## src/rtl/mips_prog_encoder_pkg.sv

```systemverilog
// Shared definitions for the MIPS program loader.
// - Symbolic instruction kinds accepted on the input stream.
// - The six primary opcodes, matching the values the main decoder recognises.
// - FSM state encoding for the loader session.
// - A legality check and the instruction encoder used by the top level.
package mips_prog_encoder_pkg;

  localparam int INSN_W = 32;

  localparam logic [2:0] KIND_RTYPE = 3'd0;
  localparam logic [2:0] KIND_LW    = 3'd1;
  localparam logic [2:0] KIND_SW    = 3'd2;
  localparam logic [2:0] KIND_BEQ   = 3'd3;
  localparam logic [2:0] KIND_ADDI  = 3'd4;
  localparam logic [2:0] KIND_J     = 3'd5;

  localparam logic [5:0] OP_RTYPE = 6'b000000;
  localparam logic [5:0] OP_LW    = 6'b100011;
  localparam logic [5:0] OP_SW    = 6'b101011;
  localparam logic [5:0] OP_BEQ   = 6'b000100;
  localparam logic [5:0] OP_ADDI  = 6'b001000;
  localparam logic [5:0] OP_J     = 6'b000010;

  typedef enum logic [1:0] {
    ST_IDLE  = 2'd0,
    ST_LOAD  = 2'd1,
    ST_DRAIN = 2'd2,
    ST_DONE  = 2'd3
  } state_e;

  function automatic logic kind_legal(input logic [2:0] kind);
    return (kind <= KIND_J);
  endfunction

  // Builds the 32-bit instruction word; shamt is always zero. Illegal kinds
  // yield zero, but the caller never pushes them.
  function automatic logic [INSN_W-1:0] encode_insn(
    input logic [2:0]  kind,
    input logic [4:0]  rs,
    input logic [4:0]  rt,
    input logic [4:0]  rd,
    input logic [5:0]  funct,
    input logic [15:0] imm,
    input logic [25:0] target
  );
    logic [INSN_W-1:0] w;
    w = '0;
    case (kind)
      KIND_RTYPE: w = {OP_RTYPE, rs, rt, rd, 5'b00000, funct};
      KIND_LW:    w = {OP_LW,   rs, rt, imm};
      KIND_SW:    w = {OP_SW,   rs, rt, imm};
      KIND_BEQ:   w = {OP_BEQ,  rs, rt, imm};
      KIND_ADDI:  w = {OP_ADDI, rs, rt, imm};
      KIND_J:     w = {OP_J,    target};
      default:    w = '0;
    endcase
    return w;
  endfunction

endpackage

```

## src/rtl/mips_prog_encoder_fifo.sv

```systemverilog
// prog_fifo: synchronous FIFO holding encoded instruction words.
// Ports:
//   clk, rst_n  clock, asynchronous active-low reset (pointers/count only)
//   push, wdata write side; a push while full is taken only if a pop frees a slot
//   pop, rdata  read side; rdata shows the head word whenever !empty
//   full, empty occupancy flags
module prog_fifo #(
  parameter int DATA_W = 32,
  parameter int DEPTH  = 4
) (
  input  logic              clk,
  input  logic              rst_n,
  input  logic              push,
  input  logic [DATA_W-1:0] wdata,
  input  logic              pop,
  output logic [DATA_W-1:0] rdata,
  output logic              full,
  output logic              empty
);

  localparam int PTR_W = $clog2(DEPTH);
  localparam logic [PTR_W:0] FULL_CNT = (PTR_W+1)'(DEPTH);

  logic [DATA_W-1:0] mem [DEPTH];
  logic [PTR_W-1:0]  wr_ptr;
  logic [PTR_W-1:0]  rd_ptr;
  logic [PTR_W:0]    count;
  logic              do_push;
  logic              do_pop;

  assign empty   = (count == '0);
  assign full    = (count == FULL_CNT);
  assign do_pop  = pop && !empty;
  assign do_push = push && (!full || do_pop);
  assign rdata   = mem[rd_ptr];

  // DEPTH is a power of two, so the pointers wrap naturally.
  always_ff @(posedge clk or negedge rst_n) begin
    if (!rst_n) begin
      wr_ptr <= '0;
      rd_ptr <= '0;
      count  <= '0;
    end else begin
      if (do_push) wr_ptr <= wr_ptr + 1'b1;
      if (do_pop)  rd_ptr <= rd_ptr + 1'b1;
      case ({do_push, do_pop})
        2'b10:   count <= count + 1'b1;
        2'b01:   count <= count - 1'b1;
        default: count <= count;
      endcase
    end
  end

  always_ff @(posedge clk) begin
    if (do_push) mem[wr_ptr] <= wdata;
  end

endmodule

```

## src/rtl/mips_prog_encoder.sv

```systemverilog
// mips_prog_encoder: program loader that encodes symbolic MIPS instructions
// (RTYPE, LW, SW, BEQ, ADDI, J) and writes them into instruction memory.
// Ports:
//   clk, rst_n            clock, asynchronous active-low reset
//   start, base_addr      session start pulse (IDLE only) and first word address
//   in_valid/in_ready     input handshake; in_kind, in_last, in_rs, in_rt, in_rd,
//                         in_funct, in_imm, in_target carry the instruction fields
//   imem_we/imem_ready    imem write request held until accepted
//   imem_addr, imem_wdata write address and encoded word
//   busy, done            session active / one-cycle completion pulse
//   wr_count              words written in the current/last session
//   err_kind, err_wrap    sticky illegal-kind and address-wrap flags
module mips_prog_encoder
  import mips_prog_encoder_pkg::*;
#(
  parameter int ADDR_W = 8,
  parameter int DEPTH  = 4
) (
  input  logic              clk,
  input  logic              rst_n,
  input  logic              start,
  input  logic [ADDR_W-1:0] base_addr,
  input  logic              in_valid,
  output logic              in_ready,
  input  logic [2:0]        in_kind,
  input  logic              in_last,
  input  logic [4:0]        in_rs,
  input  logic [4:0]        in_rt,
  input  logic [4:0]        in_rd,
  input  logic [5:0]        in_funct,
  input  logic [15:0]       in_imm,
  input  logic [25:0]       in_target,
  output logic              imem_we,
  input  logic              imem_ready,
  output logic [ADDR_W-1:0] imem_addr,
  output logic [31:0]       imem_wdata,
  output logic              busy,
  output logic              done,
  output logic [ADDR_W:0]   wr_count,
  output logic              err_kind,
  output logic              err_wrap
);

  state_e            state;
  state_e            state_nxt;
  logic              accept;
  logic              vld_p0;
  logic [INSN_W-1:0] word_p0;
  logic [INSN_W-1:0] fifo_rdata;
  logic              fifo_full;
  logic              fifo_empty;
  logic              fifo_pop;
  logic              wr_done;

  assign in_ready = (state == ST_LOAD) && !fifo_full;
  assign accept   = in_valid && in_ready;
  assign busy     = (state != ST_IDLE);
  assign done     = (state == ST_DONE);
  assign wr_done  = imem_we && imem_ready;
  // Refill the output register when it is empty or its word is leaving.
  assign fifo_pop = !fifo_empty && (!imem_we || imem_ready);

  // Stage p0: combinational encode of the accepted fields; illegal kinds are dropped.
  assign vld_p0  = accept && kind_legal(in_kind);
  assign word_p0 = encode_insn(in_kind, in_rs, in_rt, in_rd, in_funct, in_imm, in_target);

  prog_fifo #(
    .DATA_W (INSN_W),
    .DEPTH  (DEPTH)
  ) u_fifo (
    .clk   (clk),
    .rst_n (rst_n),
    .push  (vld_p0),
    .wdata (word_p0),
    .pop   (fifo_pop),
    .rdata (fifo_rdata),
    .full  (fifo_full),
    .empty (fifo_empty)
  );

  always_ff @(posedge clk or negedge rst_n) begin
    if (!rst_n) state <= ST_IDLE;
    else        state <= state_nxt;
  end

  always_comb begin
    state_nxt = state;
    case (state)
      ST_IDLE:  if (start) state_nxt = ST_LOAD;
      ST_LOAD:  if (accept && in_last) state_nxt = ST_DRAIN;
      ST_DRAIN: if (fifo_empty && !imem_we) state_nxt = ST_DONE;
      ST_DONE:  state_nxt = ST_IDLE;
      default:  state_nxt = ST_IDLE;
    endcase
  end

  // Stage p1: imem output register; holds word and request while imem stalls.
  always_ff @(posedge clk or negedge rst_n) begin
    if (!rst_n) begin
      imem_we    <= 1'b0;
      imem_wdata <= '0;
    end else if (fifo_pop) begin
      imem_we    <= 1'b1;
      imem_wdata <= fifo_rdata;
    end else if (wr_done) begin
      imem_we    <= 1'b0;
    end
  end

  // imem_addr doubles as the session address counter: it only advances when a
  // write completes, so it stays stable for the whole duration of a stall.
  always_ff @(posedge clk or negedge rst_n) begin
    if (!rst_n) begin
      imem_addr <= '0;
      wr_count  <= '0;
      err_kind  <= 1'b0;
      err_wrap  <= 1'b0;
    end else if ((state == ST_IDLE) && start) begin
      imem_addr <= base_addr;
      wr_count  <= '0;
      err_kind  <= 1'b0;
      err_wrap  <= 1'b0;
    end else begin
      if (wr_done) begin
        imem_addr <= imem_addr + 1'b1;
        wr_count  <= wr_count + 1'b1;
        if (&imem_addr) err_wrap <= 1'b1;
      end
      if (accept && !kind_legal(in_kind)) err_kind <= 1'b1;
    end
  end

endmodule

```

## config.mk

```make
export PLATFORM = sky130hd
export DESIGN_NAME = mips_prog_encoder
export DESIGN_NICKNAME = d
export VERILOG_FILES = /design/src/rtl/mips_prog_encoder_pkg.sv /design/src/rtl/mips_prog_encoder_fifo.sv /design/src/rtl/mips_prog_encoder.sv
export SDC_FILE = /design/constraint.sdc
export NUM_CORES = 1
export LEC_CHECK = 0
export BUFFER_PORTS_ARGS = -buffer_cell sky130_fd_sc_hd__buf_4
export CORE_ASPECT_RATIO = 0.5
export CORE_UTILIZATION = 51
export DETAILED_ROUTE_END_ITERATION = 10
export PLACE_DENSITY = 0.76
export SYNTH_ARGS = -nofsm -noshare
export SYNTH_HDL_FRONTEND = slang
export SYNTH_SLANG_ARGS = --single-unit
```

## constraint.sdc

```tcl
create_clock -name clk -period 2.5 [get_ports clk]
set_input_delay 0.5 -clock clk [delete_from_list [all_inputs] [get_ports clk]]
set_output_delay 0.5 -clock clk [all_outputs]
set_load 0.1 [all_outputs]
```

## Yosys cells after proc, flatten, opt, wreduce, memory -nomap -nowiden

Memory sizes are Yosys's and may differ from the RTL's. A register that Yosys moved wholly into a read port is not among the register bits.
Index checks and enable logic that the tools add are counted.

| word-level totals | value |
|---|---|
| memories kept | 1 |
| bits in writable memories | 128 |
| output and inout bits | 55 |
| register bits after elaboration | 29 |
| bits of input ports | 80 |
| word-level logic and storage cells | 80 |

| operators by class | value |
|---|---|
| reduce and logical (&&, ||, !) cells | 30 |
| add/sub/neg operators | 6 |
| eq/ne operators | 14 |
| mux-type cells | 19 |
| $lt $le $gt $ge | 1 |

Memory list:

| name | depth | width | read ports | clocked after memory_dff | write ports | RTL line | text |
|---|---|---|---|---|---|---|---|
| u_fifo.mem | 4 | 32 | 1 | 1 | 1 | mips_prog_encoder_fifo.sv:24 | `logic [DATA_W-1:0] mem [DEPTH];` |

Operators with widths:

| cell | number |
|---|---|
| $pmux 32 s6 | 1 |
| $mux 9 | 2 |
| $mux 8 | 2 |
| $reduce_bool 2->1 | 6 |
| $logic_and 1x1->1 | 11 |
| $add 9x1->9 const B | 1 |
| $eq 3x3->1 const B | 3 |
| $mux 1 | 9 |
| $add 8x1->8 const B | 1 |
| $pmux 2 s4 | 1 |
| $reduce_and 8->1 | 1 |
| $eq 2x2->1 const B | 3 |
| $eq 3x2->1 const B | 2 |
| $logic_not 3->1 | 2 |
| $mux 2 | 3 |
| $pmux 3 s2 | 1 |
| $logic_not 1->1 | 5 |
| $add 2x1->2 const B | 2 |
| $eq 2x1->1 const B | 2 |
| $ne 2x2->1 const B | 2 |
| $add 3x1->3 const B | 1 |
| $eq 3x1->1 const B | 1 |
| $le 3x3->1 const B | 1 |
| $reduce_and 3->1 | 1 |
| 5 further kinds | 6 |

## Longest topological paths before layout

| logic depth | value |
|---|---|
| word-level depth | 8 |
| depth in mapped cells | 10 |
| depth with buffers taken out | 9 |

## Hierarchy

Synthesis repeated with hierarchy kept, for this count alone.

| second synthesis, totals | value |
|---|---|
| cells, all modules | 527 |
| area total of the unflattened synthesis | 8275.4 µm² |

Modules (own cells, without submodules):

| module | times used | area an instance (µm²) | sequential area each (µm²) | cells each |
|---|---|---|---|---|
| prog_fifo | 1 | 5128.7 | 4018.9 | 222 |
| mips_prog_encoder | 1 | 3146.8 | 1351.3 | 305 |

## Worst setup path after synthesis

No wires, ideal clock.

| path | value |
|---|---|
| path kind | input to register |
| from | input in_kind[1] |
| to | memory u_fifo.mem[0][0] (enable) |
| path slack | -0.151 ns |
| stages on the path | 4 |
| arrival | 2.234 ns |
| path buffers | 1 |
| library setup time | 0.417 ns |
| required time | 2.083 ns |
| cells stage by stage | buf_2 -> nand2_1 -> nand4_2 -> nor2_1 |

| on the way | value |
|---|---|
| cells in the longest elaborated chain, start to end | 5 |

RTL lines:

| what | RTL line | text |
|---|---|---|
| start, declared | mips_prog_encoder.sv:25 | `input logic [2:0] in_kind,` |
| $le 3x3->1 | mips_prog_encoder_pkg.sv:32 | `return (kind <= KIND_J);` |
| $logic_and 1x1->1 | mips_prog_encoder.sv:64 | `assign vld_p0 = accept && kind_legal(in_kind);` |
| $logic_and 1x1->1 | mips_prog_encoder_fifo.sv:34 | `assign do_push = push && (!full \|\| do_pop);` |
| $mux 1 | mips_prog_encoder_fifo.sv:55 | `if (do_push) mem[wr_ptr] <= wdata;` |
| $mux 1 (not written as such) | mips_prog_encoder_fifo.sv:55 |  |
| end, declared | mips_prog_encoder_fifo.sv:24 |  |

No other way between the ends.

## Worst setup path in the final report

| path | value |
|---|---|
| from | register u_fifo.count[0] |
| to | output in_ready |

| on the way | value |
|---|---|
| cells in the longest elaborated chain, start to end | 3 |

RTL lines:

| what | RTL line | text |
|---|---|---|
| start, declared | mips_prog_encoder_fifo.sv:27 | `logic [PTR_W:0] count;` |
| start signal, assigned | mips_prog_encoder_fifo.sv:47 | `2'b10: count <= count + 1'b1;` |
| start signal, assigned | mips_prog_encoder_fifo.sv:48 | `2'b01: count <= count - 1'b1;` |
| start signal, assigned | mips_prog_encoder_fifo.sv:49 | `default: count <= count;` |
| $eq 3x3->1 | mips_prog_encoder_fifo.sv:32 | `assign full = (count == FULL_CNT);` |
| $logic_not 1->1 | mips_prog_encoder.sv:55 | `assign in_ready = (state == ST_LOAD) && !fifo_full;` |
| $logic_and 1x1->1 | mips_prog_encoder.sv:55 |  |
| end, declared | mips_prog_encoder.sv:24 | `output logic in_ready,` |

No other way between the ends.

==> metrics.cfg <==
[global_routing]
grt_usage_pct = 21.2
grt_max_degree = 41
grt_overflow_total = 0
antenna_found_initial = 0
grt_pass1_vias = 4944
grt_pass1_wl_mm = 25.9

[critical_path]
startpoint = u_fifo.count[0]
slowest_stage = or3b_1
cp.required_ns = 2.00
arrival_ns = 1.73
worstPathBufferInverterCount = 1
cpPeakStageDelay_ns = 0.45
end_kind = primary output
path_max_fanout = 6
r2r_start = u_fifo.count[0]
crit_chain = or3b_1, and2_1, buf_4
rrSetupSlack_ns = 0.33
critPathTopFamily = simple AND/OR/NAND/NOR gates
crit_type = register to primary output
cp-start-kind = register

[floorplanning]
die_h_um = 90.5
start_util_pct = 53.7
rows = 31
io-pin-count = 135
die_x_um = 179
die_area_um2 = 16200
core_um2 = 14900

[synthesis]
synth_cell_types = 53
yosys_warnings = 0
synthTopCellsByArea = edfxtp_1 45%, dfrtp_1 18%, mux4_2 8.2%
async_reset_ff_share_pct = 33.0
yosys.area.top_type = edfxtp_1
synth.top_cell.area_share_pct = 45.1
synthFlopType = edfxtp_1
synth_area_per_cell_um2 = 16.1
yosysSeqAreaShare_pct = 63.5
synth_nets = 590
synth_edf_count = 120
netlist_area_um2 = 7990
ys_ff_latch = 179
synthCells = 497

[layout]
final_cell_mix = 146 x buf_4, 120 x edfxtp_1, 57 x dfrtp_1, 29 x mux4_2
diodes = 0
final_common_cell = buf_4
drive_gt1_share_pct = 40.8
instances_no_fill = 848
nets = 730
syn2layout_area_growth_pct = 23.6

[cts]
clk_pin_slew_worst_paths_ns = 0.08
cts.sinks = 179
cts_resized = 0
cts_root_buffer = clkbuf_16
cts_buffer_depth = 2
clk_latency_ns = 0.43
cts_setup_buffers = 0
cts_max_level = 4
hold_buffers = 0
cts_made_buffers = 17
cts_tree = yes

[drt]
wire_per_inst_um = 19.1
wirelength_mm = 16.2
initialDrtViolationCount = 379
postRouteAntennaNets = 0
first_pass_iters = 7
drc_errors = 18
routed-via-count = 4807
via_per_inst = 5.67

[placed_design]
port_buffers = 133
pre_cts_slack_ns = 0.341
dp_cells = 816
gp_congestion = 0.822
hpwl_mm = 10.2

[sta]
skew_ns = 0.0173
hold_viol_final = 0
fin_ws_ns = 0.266
period_minus_slack_ns = 2.23
maxSlewHeadroom_pct = 38.3
finalCritPeriodShare_pct = 89.4
fin_tns_setup_ns = 0
setup_viol_count_final = 0
worst_slew_pin_slew_ns = 0.923
rsz0062_at_grt = no
drv_slew = 0
max_freq_ghz = 0.448

[run_status]
outcome = complete, but fails checks
violations = design-rule violations

[power_and_ir_drop]
p_leak_nw = 3.91
vdd_drop_max_mv = 0.881
power_mw = 13.3
powerDensity_nw_per_um2 = 1340

[min_path]
hold_class = primary input to async pin

[run]
drv_cap = 0

state kept, by name, summed over array words and instances (netlist names):
register / count
u_fifo.mem: 120
imem_wdata: 30
wr_count: 9
imem_addr: 8
u_fifo.count: 3
state: 2
u_fifo.rd_ptr: 2
u_fifo.wr_ptr: 2
err_kind: 1
err_wrap: 1
imem_we: 1
routing by layer:
| metal | GRT usage [%] | vias up | routed length [um] |
|---|---|---|---|
| met3 | 4.46 | 12 | 923 |
| met4 | 5.86 | 0 | 144 |
| li1 | - | 2200 | - |
| met1 | 28.7 | 2445 | 7100 |
| met5 | 0 | - | 0 |
| met2 | 34.8 | 150 | 8040 |
cell usage after synthesis (9+ instances only):
| master | n |
|---|---|
| a22oi_1 | 21 |
| clkbuf_1 | 12 |
| dfrtp_1 | 59 |
| edfxtp_1 | 120 |
| ha_1 | 12 |
| inv_1 | 28 |
| mux2_2 | 13 |
| mux2_4 | 28 |
| mux4_2 | 29 |
| nand2_1 | 16 |
| nor2_1 | 17 |
| o21ai_0 | 9 |
| o22ai_1 | 15 |
| o2bb2ai_1 | 11 |
cells by family after synthesis:
family / Yosys count / synth area share [%]
buffers and inverters: 58 / 3.93
XOR/XNOR: 11 / 1.21
other: 1 / 0.0469
AND/OR/NAND/NOR: 74 / 5.34
multiplexers: 81 / 16.9
adder cells (fa/ha/maj): 13 / 2.13
AO/OA/AOI/OAI: 80 / 6.93
flip-flops: 179 / 63.5
worst reg2reg max path, delay by kind of cell, from the launching register on:
family / cells / cell delay, ns
adder cells (fa/ha/maj): 2 / 0.56
buffers and inverters: 1 / 0.06
XOR/XNOR: 2 / 0.33
flip-flops: 1 / 0.44
AND/OR/NAND/NOR: 3 / 0.70
worst paths after layout:
path	to	cells past startpoint
worst max-delay path	in_ready	3
worst min-delay path	imem_wdata[12]	1
worst max register to register	u_fifo.count[2]	8
worst min register to register	err_wrap	1
max in group asynchronous	wr_count[8]	2
min in group clk	imem_addr[0]	3
cell type report:
cell class / instances / area (um^2)
Fill cell: 1049 / 5010
Sequential cell: 179 / 5080
Clock inverter: 15 / 185
Tap cell: 198 / 248
Clock buffer: 17 / 425
Inverter: 28 / 105
Timing Repair Buffer: 151 / 1200
Multi-Input combinational cell: 260 / 2640
where the power goes:
part           total (mW)  internal (mW)  switching (mW)  leakage (nW)
clock network        2.70           1.44            1.26         0.293
logic                6.26           1.99            4.27          1.82
registers            4.29           3.79           0.497          1.80
total                13.3           7.22            6.03          3.91
through the flow:
| stage | instance area, um^2 | hold WS, ns | utilization [%] |
|---|---|---|---|
| 2_1_floorplan | 8000 | 0.204 | - |
| 6_report | 9880 | 0.0787 | 66.3 |
| 4_1_cts | 9880 | 0.0819 | 66.3 |
| 3_5_place_dp | 9270 | 0.486 | 62.2 |
| 3_3_place_gp | 9270 | 0.484 | 62.2 |
| 5_1_grt | 9880 | 0.0971 | 66.3 |
Note: power is estimated with default switching activity, not from simulation.
